File: config.mk
export PLATFORM = sky130hd
export DESIGN_NAME = execute_stage
export DESIGN_NICKNAME = d
export VERILOG_FILES = /design/src/rtl/execute_stage.sv
export SDC_FILE = /design/constraint.sdc
export NUM_CORES = 1
export LEC_CHECK = 0
export ABC_AREA = 1
export ABC_CLOCK_PERIOD_IN_PS = 1800
export BUFFER_PORTS_ARGS = -buffer_cell sky130_fd_sc_hd__buf_2
export CORE_MARGIN = 2
export CORE_UTILIZATION = 30
export CTS_BUF_LIST = sky130_fd_sc_hd__clkbuf_2 sky130_fd_sc_hd__clkbuf_4 sky130_fd_sc_hd__clkbuf_8
export CTS_CLUSTER_SIZE = 14
export DETAILED_ROUTE_END_ITERATION = 16
export GPL_TIMING_DRIVEN = 0
export PLACE_DENSITY = 0.45
export SKIP_LAST_GASP = 1
export SYNTH_ARGS = -nofsm -noshare
export SYNTH_HDL_FRONTEND = slang
export SYNTH_SLANG_ARGS = --single-unit
File: constraint.sdc
create_clock -name clk -period 1.8 [get_ports clk]
set_input_delay 0.36 -clock clk [delete_from_list [all_inputs] [get_ports clk]]
set_output_delay 0.36 -clock clk [all_outputs]
set_load 0.05 [all_outputs]
File: src/rtl/execute_stage.sv
// Y86-64 execute stage: ALU, condition-code register, branch/cmov condition
// evaluation and a RUN/HALT/ERR status machine with a one-cycle registered result.
module execute_stage #(
    parameter int unsigned W          = 64,
    parameter int unsigned STACK_STEP = 8
) (
    input  logic         clk,
    input  logic         rst_n,
    input  logic         in_valid,
    input  logic [3:0]   icode,
    input  logic [3:0]   ifun,
    input  logic [W-1:0] valA,
    input  logic [W-1:0] valB,
    input  logic [W-1:0] valC,
    output logic         out_valid,
    output logic [W-1:0] valE,
    output logic         cnd,
    output logic         zf,
    output logic         sf,
    output logic         of,
    output logic [1:0]   stat
);

    typedef enum logic [1:0] {
        S_RUN  = 2'b00,
        S_HALT = 2'b01,
        S_ERR  = 2'b10
    } state_t;

    state_t         r_state;
    logic           w_accept;
    logic [W-1:0]   w_vale;
    logic           w_cnd;
    logic           w_cond;
    logic           w_cond_ok;
    logic           w_err;
    logic           w_halt;
    logic           w_cc_upd;
    logic           w_of;

    assign w_accept = in_valid && (r_state == S_RUN);
    assign stat     = r_state;

    // Condition evaluated against the CC value held before this edge
    always_comb begin
        w_cond    = 1'b0;
        w_cond_ok = 1'b1;
        case (ifun)
            4'h0:    w_cond = 1'b1;
            4'h1:    w_cond = (sf ^ of) | zf;
            4'h2:    w_cond = sf ^ of;
            4'h3:    w_cond = zf;
            4'h4:    w_cond = !zf;
            4'h5:    w_cond = !(sf ^ of);
            4'h6:    w_cond = !(sf ^ of) && !zf;
            default: w_cond_ok = 1'b0;
        endcase
    end

    // Result, flag and status decision for the instruction on the inputs
    always_comb begin
        w_vale   = '0;
        w_cnd    = 1'b0;
        w_err    = 1'b0;
        w_halt   = 1'b0;
        w_cc_upd = 1'b0;
        w_of     = 1'b0;
        case (icode)
            4'h0: w_halt = 1'b1;
            4'h1: w_vale = '0;
            4'h2: begin
                w_vale = valA;
                w_cnd  = w_cond;
                w_err  = !w_cond_ok;
            end
            4'h3: w_vale = valC;
            4'h4, 4'h5: w_vale = valB + valC;
            4'h6: begin
                w_cc_upd = 1'b1;
                case (ifun)
                    4'h0: begin
                        w_vale = valB + valA;
                        w_of   = (valA[W-1] == valB[W-1]) && (w_vale[W-1] != valA[W-1]);
                    end
                    4'h1: begin
                        w_vale = valB - valA;
                        w_of   = (valA[W-1] != valB[W-1]) && (w_vale[W-1] != valB[W-1]);
                    end
                    4'h2: w_vale = valB & valA;
                    4'h3: w_vale = valB ^ valA;
                    default: w_err = 1'b1;
                endcase
            end
            4'h7: begin
                w_cnd = w_cond;
                w_err = !w_cond_ok;
            end
            4'h8, 4'hA: w_vale = valB - W'(STACK_STEP);
            4'h9, 4'hB: w_vale = valB + W'(STACK_STEP);
            default: w_err = 1'b1;
        endcase
        if (w_err) begin
            w_vale   = '0;
            w_cnd    = 1'b0;
            w_cc_upd = 1'b0;
            w_of     = 1'b0;
        end
    end

    always_ff @(posedge clk or negedge rst_n) begin
        if (!rst_n) begin
            r_state   <= S_RUN;
            out_valid <= 1'b0;
            valE      <= '0;
            cnd       <= 1'b0;
            zf        <= 1'b1;
            sf        <= 1'b0;
            of        <= 1'b0;
        end else begin
            out_valid <= w_accept;
            if (w_accept) begin
                valE <= w_vale;
                cnd  <= w_cnd;
                if (w_cc_upd) begin
                    zf <= (w_vale == '0);
                    sf <= w_vale[W-1];
                    of <= w_of;
                end
                if (w_err) begin
                    r_state <= S_ERR;
                end else if (w_halt) begin
                    r_state <= S_HALT;
                end
            end
        end
    end

endmodule
# Yosys cells after proc, flatten, opt, wreduce, memory -nomap -nowiden
# Cells that the tools add are included.
# classes
eq_ne,21
reduce_logical,21
n_addsub,5
n_mux,17
bitwise,4
# ops
cell,n
$pmux W64 S6,1
$pmux W64 S4,1
$add A64 B64 Y64,2
$add A64 B4 Y64 const B,1
$and A64 B64 Y64,1
$logic_not A64 Y1,1
$mux W64,1
$sub A64 B4 Y64 const B,1
$sub A64 B64 Y64,1
$xor A64 B64 Y64,1
$eq A4 B3 Y1 const B,7
$eq A4 B2 Y1 const B,4
$eq A4 B4 Y1 const B,4
$mux W1,9
$reduce_or A9 Y1,1
$eq A4 B1 Y1 const B,2
$logic_not A4 Y1,2
$reduce_or A2 Y1,4
$pmux W1 S7,1
$reduce_or A7 Y1,1
$logic_and A1 B1 Y1,4
$mux W2,2
$reduce_and A2 Y1,2
$reduce_or A4 Y1,1
9 further kinds,13
# totals
out_inout_bits,71
reg_bits,71
elab_cells,75
inputBits,203

# Logic depth before layout (Yosys ltp)
# depth
depth_word,7
ltp_mapped,28

# Worst setup path after synthesis
# Ideal clock, no wire load.
# synth_path
kind,in2reg
from,in valB[0]
to,reg zf
setup_slack_ps,-881
cell_stages,25
required_time_ps,1740
arrival_time_ps,2620
n_path_buf,0
path_cell_list,ha_1 > inv_1 > fa_1 > inv_1 > nand3_1 > nand2_1 > nand2_1 > nand3_1 > nand2_1 > nand2_1 > nand3_1 > nand2_1 > nand2_1 > nand2_1 > nand2_1 > nand3_1 > nand3_1 > nand3b_1 > nand2_1 > nand2_1 > nor2_1 > nand2_1 > nor2_1 > nand2_1 > nand2_1
# synth_between
elab_chain_len,5
elab_cells_between_ends,11
# synth_lines
element,line_no,rtl
"start, declared",13,"input logic [W-1:0] valB,"
$sub A64 B64 Y64 (tied with other cells),86,w_vale = valB - valA;
$pmux W64 S4,80,case (ifun)
$pmux W64 S6 *,68,case (icode)
$mux W64 *,102,if (w_err) begin
$logic_not A64 Y1 *,125,zf <= (w_vale == '0);
"end signal, assigned",125,
"end, declared",18,"output logic zf,"
# Every way passes the cells marked *; elsewhere a longest branch is shown, timed or not.
# A chain may end at the register's enable or synchronous reset.

# Final worst setup path
# layout_path
from,in valB[1]
to,reg zf
# Same word-level chain as after synthesis.

==> reports/metrics.cfg <==
[floorplan]
num_rows=112
io-pin-count=274
dieArea_um2=95800
die_w_um=309
initial_core_util_pct=30.1
core_area_um2=92900
die_h_um=309

[logic_synthesis]
ys_seq_area_share_pct=6.35
ys_seq_elements=71
ys_types=49
syn_nets=6202
synth_top_area_share_pct=28.1
synthCells=5800
avgSynthCellArea_um2=4.83
synth_top_area_cell=nand2_1
synth_top_flop_cell=dfrtp_1
synthTopCellsByCount=2095 x nand2_1, 1097 x inv_1, 652 x nand3_1
synth_area_um2=28000
synth_area_leaders=nand2_1 28%, inv_1 15%, nand3_1 12%, ha_1 8.8%, nor2_1 7.3%
synth-warning-count=0
yosysMostFrequentCell=nand2_1
postSynth.asyncResetShare_pct=100
synth_edf_count=0

[clocking]
numCtsBuffers=9
worstSkewPairLatency_ps=500
htree_levels=3
clk_pin_slew_worst_paths_ps=110
cts_tree=yes
clock_sinks=71
cts-root-buf=clkbuf_8
cts_buffer_depth=2

[global_routing]
antenna_found_initial=9
grt_max_degree=54
grt_pass1_wl_mm=266
track_usage_pct=39.0
global_route.peak_usage_layer=met2
use_met1_pct=51.7
met2_usage_pct=62.0
use_met3_pct=6.97
overflow=0
grt_pass1_vias=38826

[timing]
worst_slew_pin_slew_ps=949
finalCriticalPeriod_ps=3000
setup_ws_ps=-1200
rsz0062_at_grt=yes
fmaxAchievable_mhz=334
slew_headroom_pct=36.8
period_share_pct=166
final_hold_viol_count=0
drv_slew=0
finalSetupViolCount=59
finalClockSkew_ps=17.7

[worst_hold_path]
hp-class=primary input to flop
worstHoldPathCells=3
holdPathEnd=stat[1]$_DFFE_PN0P_
hold_start=in_valid

[placed_design]
place_hpwl_mm=165
pre_cts_slack_ps=-3080
numPlacedInstances=7327
placed_cell_area_um2=32300
portBuffers=272
gp_congestion=1.02

[drt]
vias=41052
wl_per_cell_um=25.6
drt-initial-drc-count=4072
antenna_left=0
drtPass1Iterations=6
route.detailed.drc=0
viasPerCell=5.41
totalWireLength_mm=194

[status]
outcome=finished, violations left
violations=negative setup slack

[worst_setup_path]
worst_path_max_delay_cell=fa_2
reg2reg_depth=19
start_kind=primary input
cp_slowest_stage_delay_ps=460
critPathRequiredTime_ps=2260
crit_fanout=4
worst_setup_path_end_kind=flop
critPathKind=primary input to flop
r2r_setup_slack_ps=-740
reg2reg_from=stat[0]$_DFFE_PN0P_
timing.rr.end=zf$_DFFE_PN1P_
cp.arrival_ps=3460

[layout]
area_delta_synth_final_pct=55.0
final_cells=7584
post-route-util_pct=46.7
stdcell_area_um2=43400
drive_above_1_share_pct=36.3
fin_nets=6725

[pwr]
peakVddDrop_mv=0.450
total_power_uw=16400
powerDensity_nw_per_um2=379
power.leakage_uw=0.0217

[job]
cap_violations=0

## through the flow
stage | TNS, ps | hold slack (ps)
floorplan | -18960 | 64.4
global placement | -146180 | 463
detailed placement | -115820 | 268
CTS | -28520 | 144
global route | -37680 | 208
finish | -32470 | 196
## cell usage in the layout, fill, tap and decap left out, drive strengths merged, types with 4 or more instances in the layout
| cell | Yosys | routed |
|---|---|---|
| nand2 | 2103 | 2103 |
| inv | 1111 | 1105 |
| nand3 | 657 | 658 |
| buf | 57 | 583 |
| nor2 | 566 | 566 |
| a21oi | 269 | 269 |
| o21ai | 265 | 265 |
| ha | 196 | 196 |
| clkbuf | 101 | 92 |
| dfrtp | 70 | 70 |
| nand3b | 67 | 67 |
| nand4 | 66 | 66 |
| o22ai | 58 | 58 |
| nor3 | 54 | 54 |
| a41oi | 50 | 50 |
| o21bai | 36 | 36 |
| and2 | 13 | 13 |
| nor4 | 10 | 10 |
| clkinv | 5 | 9 |
| a21o | 8 | 8 |
| clkinvlp | 0 | 7 |
| o211ai | 6 | 6 |
| xor2 | 5 | 5 |
| a31oi | 5 | 5 |
| or2 | 4 | 4 |
## cell families (layout without fill, tap and decap cells)
| kind of cell | after synthesis | count (layout) | share of synthesized area (%) |
|---|---|---|---|
| buf+inv | 1274 | 1800 | 17.4 |
| fa+ha+maj | 199 | 199 | 8.97 |
| compound gates | 707 | 707 | 14.2 |
| other cells | 0 | 3 | 0 |
| simple gates | 3542 | 3543 | 52.9 |
| xor+xnor | 7 | 7 | 0.219 |
| flops | 71 | 71 | 6.35 |
## cell type report
class,count,area [um^2]
diodes,3,7.51
plain buffers,140,1440
fillers,10347,49500
flip-flops and latches,71,1780
well taps,1254,1570
inverters,1116,4410
clock inverters,6,70.1
multi-input cells,4456,29700
repair buffers,529,4340
clock buffers,9,124
## state kept, by name, summed over array words and instances, names as in the netlist
name       count
out_valid      1
valE          64
cnd            1
sf             1
stat           2
zf             1
of             1
## where the power goes
part | switching (uW) | internal [uW] | total (uW)
Clock | 873 | 638 | 1510
Combinational | 8670 | 4670 | 13300
Sequential | 0 | 1590 | 1590
## worst max-delay path by stage
stage | startpoint | end | slack [ps] | depth (start not counted)
floorplan | valB[0] | zf$_DFFE_PN1P_ | -730 | 26
global placement | valA[29] | zf$_DFFE_PN1P_ | -3050 | 24
detailed placement | valA[29] | zf$_DFFE_PN1P_ | -3080 | 24
CTS | valB[51] | zf$_DFFE_PN1P_ | -1080 | 23
global route | valB[1] | zf$_DFFE_PN1P_ | -1240 | 25
finish | valB[1] | zf$_DFFE_PN1P_ | -1200 | 26
## what timing repair did
action                                  4_1_cts  5_1_grt
buffers inserted                            151       93
cloned                                       13        4
endpoints found under the hold margin        18        0
pin swaps                                   290      318
hold buffers                                  1        0
gates resized for setup                    1511      874
endpoints found under the setup margin       70       69
## critical path, delay by kind of cell
kind / cells / cell delay [ps]
AND/OR/NAND/NOR: 22 / 2230
adder cells (fa/ha/maj): 1 / 460
buffers and inverters: 3 / 370
## layer usage
layer,wire [um],part of all wire [%]
met5,11,0.0057
met2,85400,44
met4,9610,4.9
met3,15800,8.1
met1,83400,43
Power figures use the tool's default switching activity.
